## config.mk

```make
export PLATFORM = sky130hd
export DESIGN_NAME = mem_stage
export DESIGN_NICKNAME = d
export VERILOG_FILES = /design/src/rtl/mem_stage.sv
export SDC_FILE = /design/constraint.sdc
export NUM_CORES = 1
export LEC_CHECK = 0
export ABC_CLOCK_PERIOD_IN_PS = 3900
export BUFFER_PORTS_ARGS = -buffer_cell sky130_fd_sc_hd__buf_2
export CELL_PAD_IN_SITES_DETAIL_PLACEMENT = 0
export CELL_PAD_IN_SITES_GLOBAL_PLACEMENT = 2
export CORE_UTILIZATION = 33
export DETAILED_ROUTE_END_ITERATION = 8
export MAX_ROUTING_LAYER = met4
export PLACE_DENSITY_LB_ADDON = 0.08
export SYNTH_ARGS = -nofsm -noshare
export SYNTH_HDL_FRONTEND = slang
export SYNTH_SLANG_ARGS = --single-unit
```

## constraint.sdc

```tcl
create_clock -name clk -period 3.9 [get_ports clk]
set_clock_uncertainty 0.15 [all_clocks]
set_input_delay 0.39 -clock clk [delete_from_list [all_inputs] [get_ports clk]]
set_output_delay 0.39 -clock clk [all_outputs]
set_load 0.03 [all_outputs]
```

## src/rtl/mem_stage.sv

```systemverilog
// -----------------------------------------------------------------------------
// mem_stage -- memory-access pipeline stage (EXE -> MEM -> WB)
//
// Purpose:
//   Latches the EXE->MEM bus. Picks up the synchronous data-SRAM read data one
//   cycle after EXE issued the request, then aligns and sign/zero-extends the
//   load result. Drives the forward bus to decode and an exception-pending flag
//   back to EXE. A one-entry read-data buffer keeps the SRAM data of a stalled
//   load, because the SRAM output is only guaranteed for one cycle.
//
// Ports:
//   clk             in   single clock, all state on posedge
//   resetn          in   asynchronous active-low reset
//   ws_allowin      in   WB can accept this cycle
//   ms_allowin      out  MEM can accept this cycle
//   es_to_ms_valid  in   EXE offers an instruction
//   es_to_ms_bus    in   {vaddr,esubcode,ex,ertn,csr_wvalue,ecode,csr_re,csr_we,
//                         csr_num,csr_wmask,load_op,res_from_mem,gr_we,dest,result,pc}
//   ms_to_ws_valid  out  MEM offers an instruction to WB
//   ms_to_ws_bus    out  same order, without load_op/res_from_mem, with
//                        final_result in place of result
//   ms_fwd_bus      out  {csr_re&&valid, gr_we&&valid, dest, final_result}
//   data_sram_rdata in   SRAM read data (valid in the first MEM cycle)
//   ms_flush_pipe   in   flush from WB (exception or ertn commit)
//   ms_ex           out  valid instruction in MEM carries an exception
// -----------------------------------------------------------------------------
module mem_stage #(
    parameter int ES_TO_MS_BUS_WD = 205,
    parameter int MS_TO_WS_BUS_WD = 199,
    parameter int MS_FWD_BUS_WD   = 39
) (
    input  logic                       clk,
    input  logic                       resetn,
    input  logic                       ws_allowin,
    output logic                       ms_allowin,
    input  logic                       es_to_ms_valid,
    input  logic [ES_TO_MS_BUS_WD-1:0] es_to_ms_bus,
    output logic                       ms_to_ws_valid,
    output logic [MS_TO_WS_BUS_WD-1:0] ms_to_ws_bus,
    output logic [MS_FWD_BUS_WD-1:0]   ms_fwd_bus,
    input  logic [31:0]                data_sram_rdata,
    input  logic                       ms_flush_pipe,
    output logic                       ms_ex
);

    typedef enum logic [0:0] {
        RBUF_EMPTY = 1'b0,
        RBUF_HELD  = 1'b1
    } rbuf_state_e;

    // Pipeline and buffer state
    logic                       ms_valid_q;
    logic                       ms_valid_d;
    logic [ES_TO_MS_BUS_WD-1:0] es_bus_q;
    logic [ES_TO_MS_BUS_WD-1:0] es_bus_d;
    rbuf_state_e                rbuf_state_q;
    rbuf_state_e                rbuf_state_d;
    logic [31:0]                rbuf_q;
    logic [31:0]                rbuf_d;

    // Decoded fields of the latched bus
    logic [31:0]  vaddr_s;
    logic         ex_s;
    logic         csr_re_s;
    logic [4:0]   load_op_s;
    logic         res_from_mem_s;
    logic         gr_we_s;
    logic [4:0]   dest_s;
    logic [31:0]  result_s;
    logic [31:0]  pc_s;
    logic [128:0] ws_head_s;

    logic         ms_ready_go_s;
    logic [31:0]  rdata_s;
    logic [7:0]   ld_byte_s;
    logic [15:0]  ld_half_s;
    logic [31:0]  ld_value_s;
    logic [31:0]  final_result_s;

    assign vaddr_s        = es_bus_q[204:173];
    assign ex_s           = es_bus_q[163];
    assign csr_re_s       = es_bus_q[123];
    assign load_op_s      = es_bus_q[75:71];
    assign res_from_mem_s = es_bus_q[70];
    assign gr_we_s        = es_bus_q[69];
    assign dest_s         = es_bus_q[68:64];
    assign result_s       = es_bus_q[63:32];
    assign pc_s           = es_bus_q[31:0];
    // vaddr down to csr_wmask passes to WB unchanged
    assign ws_head_s      = es_bus_q[204:76];

    // SRAM has a fixed one-cycle latency, so MEM never waits on memory
    assign ms_ready_go_s  = 1'b1;
    assign ms_allowin     = !ms_valid_q || (ms_ready_go_s && ws_allowin);
    assign ms_to_ws_valid = ms_valid_q && ms_ready_go_s && !ms_flush_pipe;
    assign ms_ex          = ms_valid_q && ex_s;

    // Pipeline valid: flush kills the slot regardless of backpressure
    always_comb begin
        ms_valid_d = ms_valid_q;
        if (ms_flush_pipe) begin
            ms_valid_d = 1'b0;
        end else if (ms_allowin) begin
            ms_valid_d = es_to_ms_valid;
        end else begin
            ms_valid_d = ms_valid_q;
        end
    end

    // Bus register loads whenever an offer is accepted
    always_comb begin
        es_bus_d = es_bus_q;
        if (es_to_ms_valid && ms_allowin) begin
            es_bus_d = es_to_ms_bus;
        end else begin
            es_bus_d = es_bus_q;
        end
    end

    // Read-data buffer next state: capture SRAM data on the first stalled load cycle
    always_comb begin
        rbuf_state_d = rbuf_state_q;
        rbuf_d       = rbuf_q;
        case (rbuf_state_q)
            RBUF_EMPTY: begin
                if (!ms_flush_pipe && ms_valid_q && res_from_mem_s && !ms_allowin) begin
                    rbuf_state_d = RBUF_HELD;
                    rbuf_d       = data_sram_rdata;
                end else begin
                    rbuf_state_d = RBUF_EMPTY;
                end
            end
            RBUF_HELD: begin
                if (ms_flush_pipe) begin
                    rbuf_state_d = RBUF_EMPTY;
                    rbuf_d       = 32'h0000_0000;
                end else if (ms_allowin) begin
                    rbuf_state_d = RBUF_EMPTY;
                end else begin
                    rbuf_state_d = RBUF_HELD;
                end
            end
            default: begin
                rbuf_state_d = RBUF_EMPTY;
                rbuf_d       = 32'h0000_0000;
            end
        endcase
    end

    // State registers
    always_ff @(posedge clk or negedge resetn) begin
        if (!resetn) begin
            ms_valid_q   <= 1'b0;
            es_bus_q     <= '0;
            rbuf_state_q <= RBUF_EMPTY;
            rbuf_q       <= 32'h0000_0000;
        end else begin
            ms_valid_q   <= ms_valid_d;
            es_bus_q     <= es_bus_d;
            rbuf_state_q <= rbuf_state_d;
            rbuf_q       <= rbuf_d;
        end
    end

    // Once buffered, the load must use the held copy: the SRAM output may have moved on
    assign rdata_s = (rbuf_state_q == RBUF_HELD) ? rbuf_q : data_sram_rdata;

    // Byte lane select by address offset
    always_comb begin
        ld_byte_s = 8'h00;
        case (vaddr_s[1:0])
            2'd0:    ld_byte_s = rdata_s[7:0];
            2'd1:    ld_byte_s = rdata_s[15:8];
            2'd2:    ld_byte_s = rdata_s[23:16];
            2'd3:    ld_byte_s = rdata_s[31:24];
            default: ld_byte_s = 8'h00;
        endcase
    end

    // Half lane select by address bit 1
    always_comb begin
        ld_half_s = 16'h0000;
        if (vaddr_s[1]) begin
            ld_half_s = rdata_s[31:16];
        end else begin
            ld_half_s = rdata_s[15:0];
        end
    end

    // Load extension by one-hot load_op
    always_comb begin
        ld_value_s = rdata_s;
        case (load_op_s)
            5'b00001: ld_value_s = {{24{ld_byte_s[7]}}, ld_byte_s};
            5'b01000: ld_value_s = {24'h000000, ld_byte_s};
            5'b00010: ld_value_s = {{16{ld_half_s[15]}}, ld_half_s};
            5'b10000: ld_value_s = {16'h0000, ld_half_s};
            5'b00100: ld_value_s = rdata_s;
            default:  ld_value_s = rdata_s;
        endcase
    end

    // An excepting instruction (e.g. misaligned load) keeps the EXE result
    always_comb begin
        final_result_s = result_s;
        if (!ex_s && res_from_mem_s) begin
            final_result_s = ld_value_s;
        end else begin
            final_result_s = result_s;
        end
    end

    assign ms_to_ws_bus = {ws_head_s, gr_we_s, dest_s, final_result_s, pc_s};
    assign ms_fwd_bus   = {csr_re_s && ms_valid_q, ms_valid_q && gr_we_s, dest_s, final_result_s};

endmodule

```

==> results of run 1 <==
==> timing repair <==
item	in CTS	in global routing
hold endpoints to repair	326	0
hold buffers	241	0
gates resized for setup	0	0
==> cells in the final DEF (no fill, tap or decap), types with 2 or more instances in the layout <==
master / instances
a21oi_1: 8
a21oi_2: 2
a22o_1: 39
a31oi_1: 31
and2_1: 3
buf_12: 3
buf_2: 481
buf_4: 18
bufinv_16: 5
clkbuf_1: 3
clkbuf_16: 29
clkbuf_8: 10
clkinv_2: 6
dfrtp_1: 238
diode_2: 3
dlygate4sd3_1: 241
inv_1: 2
mux2_1: 42
mux2_2: 199
mux2_4: 4
mux4_2: 8
nand2_1: 8
nand2b_1: 9
nand3_1: 2
nor2_1: 37
nor2b_1: 3
nor4_2: 2
o211ai_1: 7
o21ai_0: 30
o21ai_1: 2
xnor2_1: 2
==> sequential cells by signal, summed over array words and instances, names as in the netlist <==
register	flops
ms_valid_q	1
rbuf_q	32
rbuf_state_q	1
es_bus_q	205
==> kinds of logic (layout without fill, tap and decap cells) <==
group | after synthesis | after routing | share of synthesized area, %
simple gates | 69 | 69 | 2.82
xor+xnor | 3 | 3 | 0.219
flops | 239 | 239 | 49.9
other cells | 0 | 3 | 0
buf+inv | 264 | 801 | 15.0
mux | 254 | 254 | 24.7
compound gates | 125 | 125 | 7.26
==> worst reg2reg max path, stage by stage (launching register included) <==
cell and delay, ns:
dfrtp_1 0.42, nand2b_1 0.21, nand2_4 0.35, buf_12 0.39, mux2_2 0.51
==> layer usage <==
layer | GRT usage (%) | share of wire (%) | up-vias
met5 | - | 0 | -
met4 | 5.36 | 2.3 | 0
met3 | 4.29 | 6.5 | 51
met2 | 33.2 | 48 | 321
met1 | 25.9 | 43 | 4491
li1 | - | - | 4174
==> report_power, final <==
part	internal [W]	switching (W)	total (W)	leakage, nW
combinational	0.000928	0.00147	0.00239	4.51
clock	0.00188	0.00112	0.00300	0.531
sequential	0.00283	0.000197	0.00303	2.84
total	0.00563	0.00279	0.00842	7.88
==> how the worst min path moves through the flow <==
stage | slack, ns | from | end
after floorplan | -0.06 | resetn | es_bus_q[0]
after CTS | 0.07 | ms_flush_pipe | rbuf_state_q
final | 0.10 | ms_flush_pipe | rbuf_state_q
after global placement | 0.32 | es_bus_q[126] | es_bus_q[126]
after detailed placement | 0.33 | es_bus_q[151] | es_bus_q[151]
after global routing | 0.12 | ms_flush_pipe | rbuf_state_q
==> per-stage QoR <==
stage / hold WS (ns) / worst slack (ns) / instance area [µm²]
after CTS: 0.0692 / 0.232 / 16900
after global placement: 0.318 / 0.837 / 13400
after global routing: 0.115 / 0.125 / 16900
after detailed placement: 0.326 / 0.839 / 13400
after floorplan: -0.0556 / 1.06 / 12000
final: 0.103 / 0.287 / 16900
==> cells in the mapped netlist, types with 2 or more instances <==
cell type,number,area (µm²)
mux2_1,42,473
nor2_1,37,139
buf_1,6,22.5
a21oi_1,9,45.0
nand2_1,9,33.8
a31oi_1,31,194
clkbuf_1,25,93.8
nor4_2,2,25.0
mux4_2,8,180
a22o_1,39,342
buf_2,24,120
dfrtp_1,239,5980
o21ai_1,2,10.0
inv_1,2,7.51
buf_4,204,1530
nand2b_1,9,56.3
nand3_1,2,10.0
o21ai_0,30,150
mux2_4,4,60.1
buf_6,2,22.5
mux2_2,199,2240
o211ai_1,7,52.6
xnor2_1,2,17.5
nor2b_1,4,25.0
and2_1,3,18.8
==> final cells by class <==
type,instances,area (µm²)
Sequential cell,239,5980
Antenna cell,3,7.51
Multi-Input combinational cell,451,4240
Timing Repair Buffer,744,5030
Fill cell,3378,18700
Clock buffer,42,875
Clock inverter,12,189
Tap cell,461,577
Inverter,3,11.3
==> impl_metrics.tcl, run 1 <==
set metrics [dict create \
    power.density_mw_per_mm2 498 \
    drt_iter0_markers 279 \
    dr.pass1.iters 7 \
    instances_no_fill 1955 \
    clk_pin_slew_ns 0.06 \
    final_layout_size_suffix_gt1_share_pct 52.0 \
    total_power_w 0.00842 \
    hold_violations 0 \
    wl_um 37700 \
    leakagePower_nw 7.88 \
    violations "design-rule violations" \
    wl_per_cell_um 19.3 \
    ys.flop_type "dfrtp_1" \
    post_cts_buffers 0 \
    grt_usage_pct 20.5 \
    grt-ovfl-total 0 \
    cp.required_ns 3.36 \
    cts_tree "yes" \
    reg2reg_to "es_bus_q[57]" \
    antenna_found_initial 3 \
    startpoint_type "register" \
    worstPathCellList "mux2_4 -> mux4_2 -> a2bb2oi_4 -> a31oi_1 -> buf_2" \
    start_util_pct 33.6 \
    crit_type "reg -> out" \
    slew_viol_final 0 \
    cp-end-kind "output port" \
    path_buf_inv 1 \
    synth_cells 954 \
    clockBufferDepth 3 \
    syn-num-nets 1196 \
    postRouteAntennaNets 0 \
    die_w_um 193 \
    grt_max_degree 93 \
    rrSetupSlack_ns 1.77 \
    die-area_mm2 0.0371 \
    die_h_um 193 \
    pin_count 483 \
    whs_path_depth 4 \
    ys_seq_elements 239 \
    grt_pass1_wl_um 55500 \
    cpLargestDelayFamily "multiplexers" \
    port_buffers 482 \
    clock-sinks 239 \
    async_flop_share_pct 100 \
    outcome "finished, violations left" \
    numCtsBuffers 29 \
    nets 1710 \
    vias 9037 \
    reg2reg_depth 4 \
    ys_seq_area_share_pct 49.9 \
    yosysUniqueCellTypes 38 \
    slowest_delay_ns 0.65 \
    area_growth_pct 41.2 \
    cts_root_buf "clkbuf_16" \
    dp_hpwl_um 27000 \
    endpoint "ms_to_ws_bus[58]" \
    fin_tns_setup_ns 0 \
    hold_class "in -> reg" \
    drcViolationCount 43 \
    syn_area_mm2 0.0120 \
    syn_avg_cell_area_um2 12.6 \
    synth_warnings 0 \
    crit_start "rbuf_state_q" \
    synth_edf_count 0 \
    coreArea_mm2 0.0357 \
    cp.depth 5 \
    rr_startpoint "ms_valid_q" \
    max_freq_mhz 277 \
    avgViaCountPerCell 4.62 \
    slowest_stage "dfrtp_2" \
    vdd_drop_max_mv 0.383 \
    grt_pass1_vias 9427 \
    tightest_slew_ns 0.818 \
    clk-insertion-delay-late_ns 0.56 \
    cap_violations 0 \
    dp_cells 1657 \
    rsz0062_at_grt "false" \
    htreeDepth 1 \
    critPathMaxFanout 17 \
    gp_congestion 0.752 \
    final_util_pct 47.4 \
    finalSetupViolations 0 \
    fin_crit_ns 3.61 \
    post-route-period-util_pct 92.6 \
    arrival_ns 3.07 \
    slew_headroom_pct 45.5 \
    fp-row-count 69 \
]
Note: power is estimated with default switching activity, not from simulation.
==> run 2, diff against run 1 <==
--- a/config.mk
+++ b/config.mk
@@ -5,11 +5,11 @@
 export SDC_FILE = /design/constraint.sdc
 export NUM_CORES = 1
 export LEC_CHECK = 0
-export ABC_CLOCK_PERIOD_IN_PS = 3900
+export ABC_CLOCK_PERIOD_IN_PS = 3100
 export BUFFER_PORTS_ARGS = -buffer_cell sky130_fd_sc_hd__buf_2
 export CELL_PAD_IN_SITES_DETAIL_PLACEMENT = 0
 export CELL_PAD_IN_SITES_GLOBAL_PLACEMENT = 2
-export CORE_UTILIZATION = 33
+export CORE_UTILIZATION = 28
 export DETAILED_ROUTE_END_ITERATION = 8
 export MAX_ROUTING_LAYER = met4
 export PLACE_DENSITY_LB_ADDON = 0.08
==> constraint.sdc (replaced) <==
create_clock -name clk -period 3.1 [get_ports clk]
set_clock_uncertainty 0.15 [all_clocks]
set_input_delay 0.31 -clock clk [delete_from_list [all_inputs] [get_ports clk]]
set_output_delay 0.31 -clock clk [all_outputs]
set_load 0.03 [all_outputs]
==> run 2 against run 1 <==
Effect of this change:
- the run ends with negative setup slack left
- hold slack improved by 0.038 ns
- sequential cell count did not move
- combinational power increased by 44%
- sequential power up 26%
- global-route usage down 1.7 points
- largest power group unchanged
==> impl_metrics.tcl, run 2 (synthesized netlist as in run 1, its figures left out) <==
set metrics [dict create \
    outcome "finished, violations left" \
    violations "negative setup slack" \
    hold_violations 0 \
    layout_common_cells "433 x buf_2, 242 x dlygate4sd3_1, 236 x dfrtp_1" \
    fp-row-count 75 \
    final_layout_size_suffix_gt1_share_pct 54.4 \
    area_growth_pct 49.9 \
    start_util_pct 28.5 \
    postRouteAntennaNets 0 \
    final_common_cell "buf_2" \
    clockBufferDepth 3 \
    slew_headroom_pct 56.2 \
    startpoint_type "register" \
    htreeDepth 1 \
    worstPathCellList "mux2_4 -> mux4_2 -> buf_6 -> a21oi_4 -> buf_12 -> a31oi_4 -> buf_6" \
    wl_per_cell_um 19.7 \
    leakagePower_nw 8.14 \
    arrival_ns 2.70 \
    cts_tree "yes" \
    drt_iter0_markers 322 \
    grt_usage_pct 18.8 \
    drcViolationCount 0 \
    die_h_um 209 \
    avgViaCountPerCell 4.43 \
    vdd_drop_max_mv 0.410 \
    wl_um 40400 \
    gp_congestion 0.744 \
    dr.pass1.iters 4 \
    dpl_worst_slack_ns 0.296 \
    coreArea_mm2 0.0420 \
    vias 9085 \
    fillerInstances 4098 \
    clk-insertion-delay-late_ns 0.56 \
    pin_count 483 \
    largest-register "es_bus_q" \
    cts_root_buf "clkbuf_16" \
    grt_pass1_vias 9960 \
    cap_violations 0 \
    largest_register_ffs 205 \
    max_freq_mhz 316 \
    post-route-period-util_pct 102 \
    grt_max_degree 65 \
    biggestRegsByFlops "es_bus_q x205, rbuf_q x32" \
    hold_class "in -> async" \
    clock-sinks 239 \
    cpMostUsedCell "buf_6" \
    cp-end-kind "output port" \
    cp.required_ns 2.64 \
    fin_tns_setup_ns -1.13 \
    power.density_mw_per_mm2 607 \
    fin_crit_ns 3.16 \
    die_w_um 209 \
    dp_hpwl_um 28700 \
    tightest_slew_ns 0.657 \
    slowest_stage "mux4_2" \
    slew_viol_final 0 \
    numCtsBuffers 30 \
    crit_type "reg -> out" \
    design_area_mm2 0.0180 \
    slowest_delay_ns 0.56 \
    grt_pass1_wl_um 60900 \
    die-area_mm2 0.0436 \
    clk_pin_slew_ns 0.06 \
    port_buffers 482 \
    rsz0062_at_grt "true" \
    critPathMaxFanout 7 \
    nets 1725 \
    setup_slack_ns -0.0606 \
    dpl_cell_area_mm2 0.0136 \
    final_util_pct 42.7 \
    finalSetupViolations 46 \
    antenna_found_initial 3 \
    grt-ovfl-total 0 \
]
-- run 2: metrics by stage --
stage | hold slack, ns | cells | total power (W)
floorplan | -0.136 | 954 | 0.00613
global placement | 0.165 | 1738 | 0.00669
detailed placement | 0.162 | 1738 | 0.00670
CTS | 0.148 | 2044 | 0.0110
global route | 0.177 | 2049 | 0.0114
finish | 0.141 | 2049 | 0.0109
-- run 2: critical path: cells and delay by family (launching register included) --
| family | cells | cell delay, ns |
|---|---|---|
| muxes | 2 | 0.90 |
| DFF | 1 | 0.47 |
| AOI/OAI and AO/OA | 2 | 0.25 |
| buffers and inverters | 3 | 0.51 |
-- run 2: layout make-up --
class / count / area [µm²] / share of cell area, %
Clock inverter: 10 / 103 / 0.571
Antenna cell: 3 / 7.51 / 0.0418
Tap cell: 539 / 674 / 3.76
Multi-Input combinational cell: 451 / 4640 / 25.8
Clock buffer: 46 / 932 / 5.19
Inverter: 3 / 11.3 / 0.0627
Sequential cell: 239 / 5980 / 33.3
Timing Repair Buffer: 758 / 5610 / 31.2
-- run 2: repair_timing --
action,4_1_cts,5_1_grt
hold buffers,242,0
resized for setup,123,55
pin swaps,4,9
setup endpoints to repair,64,62
setup buffers,7,3
cloned,1,1
endpoints found under the hold margin,295,0
-- run 2: final timing paths --
| path | startpoint | depth (start not counted) | end | slack [ns] |
|---|---|---|---|---|
| worst max register to register | rbuf_state_q | 5 | rbuf_q[5] | 1.04 |
| worst max-delay path | rbuf_state_q | 7 | ms_to_ws_bus[43] | -0.06 |
| min in group clk | es_to_ms_valid | 3 | es_bus_q[164] | 0.32 |
| worst min-delay path | resetn | 2 | es_bus_q[26] | 0.14 |
| worst min register to register | es_bus_q[146] | 1 | es_bus_q[146] | 0.33 |
| max in group asynchronous | resetn | 3 | es_bus_q[51] | 1.86 |
-- run 2: layer usage --
layer	GRT usage, %	share of wire (%)	up-vias
li1	-	-	4214
met1	24.4	45	4533
met2	30.3	48	292
met3	3.31	5.3	46
met4	4.64	1.9	0
met5	-	0	-
-- run 2: where the power goes --
part	total (W)	switching [W]	internal [W]
sequential	0.00381	0.000254	0.00356
combinational	0.00343	0.00199	0.00143
clock	0.00365	0.00143	0.00222
total	0.0109	0.00367	0.00722
==> run 3, diff against run 2 <==
--- a/config.mk
+++ b/config.mk
@@ -9,6 +9,7 @@
 export BUFFER_PORTS_ARGS = -buffer_cell sky130_fd_sc_hd__buf_2
 export CELL_PAD_IN_SITES_DETAIL_PLACEMENT = 0
 export CELL_PAD_IN_SITES_GLOBAL_PLACEMENT = 2
+export CORE_MARGIN = 2
 export CORE_UTILIZATION = 28
 export DETAILED_ROUTE_END_ITERATION = 8
 export MAX_ROUTING_LAYER = met4
@@ -16,3 +17,4 @@
 export SYNTH_ARGS = -nofsm -noshare
 export SYNTH_HDL_FRONTEND = slang
 export SYNTH_SLANG_ARGS = --single-unit
+export TNS_END_PERCENT = 5
==> run 3 against run 2 <==
Effect of this change:
- the run still ends with negative setup slack left
- final cell count hardly changed
- sequential cell count stayed put
- sequential share of layout area up 0.85 points
- count of clock-buffer cells in the layout decreased by 2
- wire length hardly changed
- first-iteration DRC count grew 16%
- register-to-register slack gained 0.11 ns
- global-route usage shrank 0.33 points
- hold slack lost 0.088 ns
==> impl_metrics.tcl, run 3 (synthesized netlist as in run 1, its figures left out) <==
set metrics [dict create \
    outcome "finished, violations left" \
    violations "negative setup slack" \
    area_growth_pct 46.2 \
    die_h_um 211 \
    cts_root_buf "clkbuf_16" \
    rsz0062_at_grt "true" \
    postRouteAntennaNets 0 \
    cap_violations 0 \
    instances_no_fill 2051 \
    htreeDepth 1 \
    wl_um 40400 \
    gp_congestion 0.727 \
    path_buf_inv 3 \
    dr.pass1.iters 4 \
    setup_slack_ns -0.0796 \
    dpl_worst_slack_ns 0.149 \
    die-area_mm2 0.0445 \
    vdd_drop_max_mv 0.425 \
    slowest_delay_ns 0.58 \
    avgViaCountPerCell 4.44 \
    layout_common_cells "457 x buf_2, 242 x dlygate4sd3_1, 234 x dfrtp_1" \
    cp-end-kind "output port" \
    largest_register_ffs 205 \
    clk-insertion-delay-late_ns 0.56 \
    vias 9097 \
    largest-register "es_bus_q" \
    startpoint_type "register" \
    clock-sinks 239 \
    fin_crit_ns 3.18 \
    hold_class "in -> reg" \
    clockBufferDepth 3 \
    drt_iter0_markers 372 \
    biggestRegsByFlops "es_bus_q x205, rbuf_q x32" \
    dp_cells 1739 \
    leakagePower_nw 8.05 \
    worstPathCellList "mux2_4 -> mux4_2 -> a2bb2oi_4 -> buf_12 -> buf_12 -> a31oi_4 -> buf_6" \
    cts_tree "yes" \
    max_freq_mhz 315 \
    cpMostUsedCell "buf_12" \
    drcViolationCount 0 \
    wl_per_cell_um 19.7 \
    pin_count 483 \
    grt_pass1_wl_um 60900 \
    slew_headroom_pct 50.0 \
    port_buffers 482 \
    slew_viol_final 0 \
    grt_usage_pct 18.5 \
    cp.required_ns 2.64 \
    coreArea_mm2 0.0421 \
    slowest_stage "mux4_2" \
    final_common_cell "buf_2" \
    grt_pass1_vias 10000 \
    post-route-period-util_pct 103 \
    finalSetupViolations 36 \
    cpLargestDelayFamily "multiplexers" \
    grt_max_degree 72 \
    arrival_ns 2.72 \
    die_w_um 211 \
    numCtsBuffers 30 \
    critPathMaxFanout 8 \
    nets 1728 \
    clk_pin_slew_ns 0.06 \
    final_layout_size_suffix_gt1_share_pct 53.5 \
    power.density_mw_per_mm2 617 \
    dp_hpwl_um 29300 \
    start_util_pct 28.4 \
    hold_violations 0 \
    antenna_found_initial 3 \
    tightest_slew_ns 0.749 \
    fp-row-count 75 \
    crit_type "reg -> out" \
    grt-ovfl-total 0 \
]
[run 3: cell types whose count changed in the layout (fill, tap and decap cells not counted), moves of 2 or more]
cell       change
buf_2         +24
a31oi_1       +16
mux2_2         -2
dfrtp_1        -2
buf_6         -28
buf_4         +13
buf_12         -6
dfrtp_2        +2
a31oi_4       -15
bufinv_16      +2
o21ai_1        -2
mux2_1         +2
[run 3: worst reg2reg max path, delay by kind of cell, from the launching register on]
family | cells | cell delay [ns]
buffers and inverters | 1 | 0.34
AND/OR/NAND/NOR | 2 | 0.44
flip-flops | 1 | 0.42
multiplexers | 1 | 0.49
[run 3: timing repair]
item | in CTS | in global routing
gates resized for setup | 79 | 6
endpoints found under the setup margin | 64 | 64
hold buffers | 242 | 0
pin swaps | 7 | 1
cloned | 0 | 0
buffers inserted | 11 | 1
endpoints found under the hold margin | 298 | 0
[run 3: path summary, 6_finish.rpt]
check                           depth (start not counted)  slack [ns]            from              to
min in group asynchronous                               2        0.14          resetn    es_bus_q[12]
max in group asynchronous                               3        1.78          resetn    es_bus_q[33]
worst max-delay path                                    7       -0.08    rbuf_state_q  ms_fwd_bus[25]
worst max register to register                          4        1.15      ms_valid_q   es_bus_q[107]
worst min-delay path                                    3        0.05  es_to_ms_valid   es_bus_q[147]
worst min register to register                          1        0.33   es_bus_q[140]   es_bus_q[140]
[run 3: stage by stage]
stage	hold WS, ns	TNS, ns	total power [W]	instance area (µm²)	utilization, %
floorplan	-0.136	0	0.00613	12000	-
global placement	0.167	0	0.00669	13600	32.3
detailed placement	0.162	0	0.00670	13600	32.3
CTS	0.0191	-3.81	0.0110	17500	41.5
global route	0.0410	-7.23	0.0113	17500	41.6
finish	0.0525	-1.43	0.0108	17500	41.6
[run 3: routing by layer]
metal,GRT usage (%),vias to the layer above,routed length [µm]
met5,-,-,0
met4,4.08,0,839
met3,3.95,48,2530
met2,29.9,281,19400
met1,23.8,4549,17600
li1,-,4219,-
[run 3: area by class of cell]
cell class | count | area, µm²
Fill cell | 4170 | 24600
Sequential cell | 239 | 5990
Timing Repair Buffer | 761 | 5380
Multi-Input combinational cell | 451 | 4400
Clock buffer | 44 | 905
Tap cell | 539 | 674
Clock inverter | 11 | 155
Inverter | 3 | 11.3
Antenna cell | 3 | 7.51
[run 3: power by group]
part           leakage [nW]  switching, W  internal (W)  total [W]
Combinational          4.69       0.00193       0.00131    0.00323
Sequential             2.83      0.000248       0.00356    0.00381
Clock                 0.529       0.00143       0.00234    0.00377
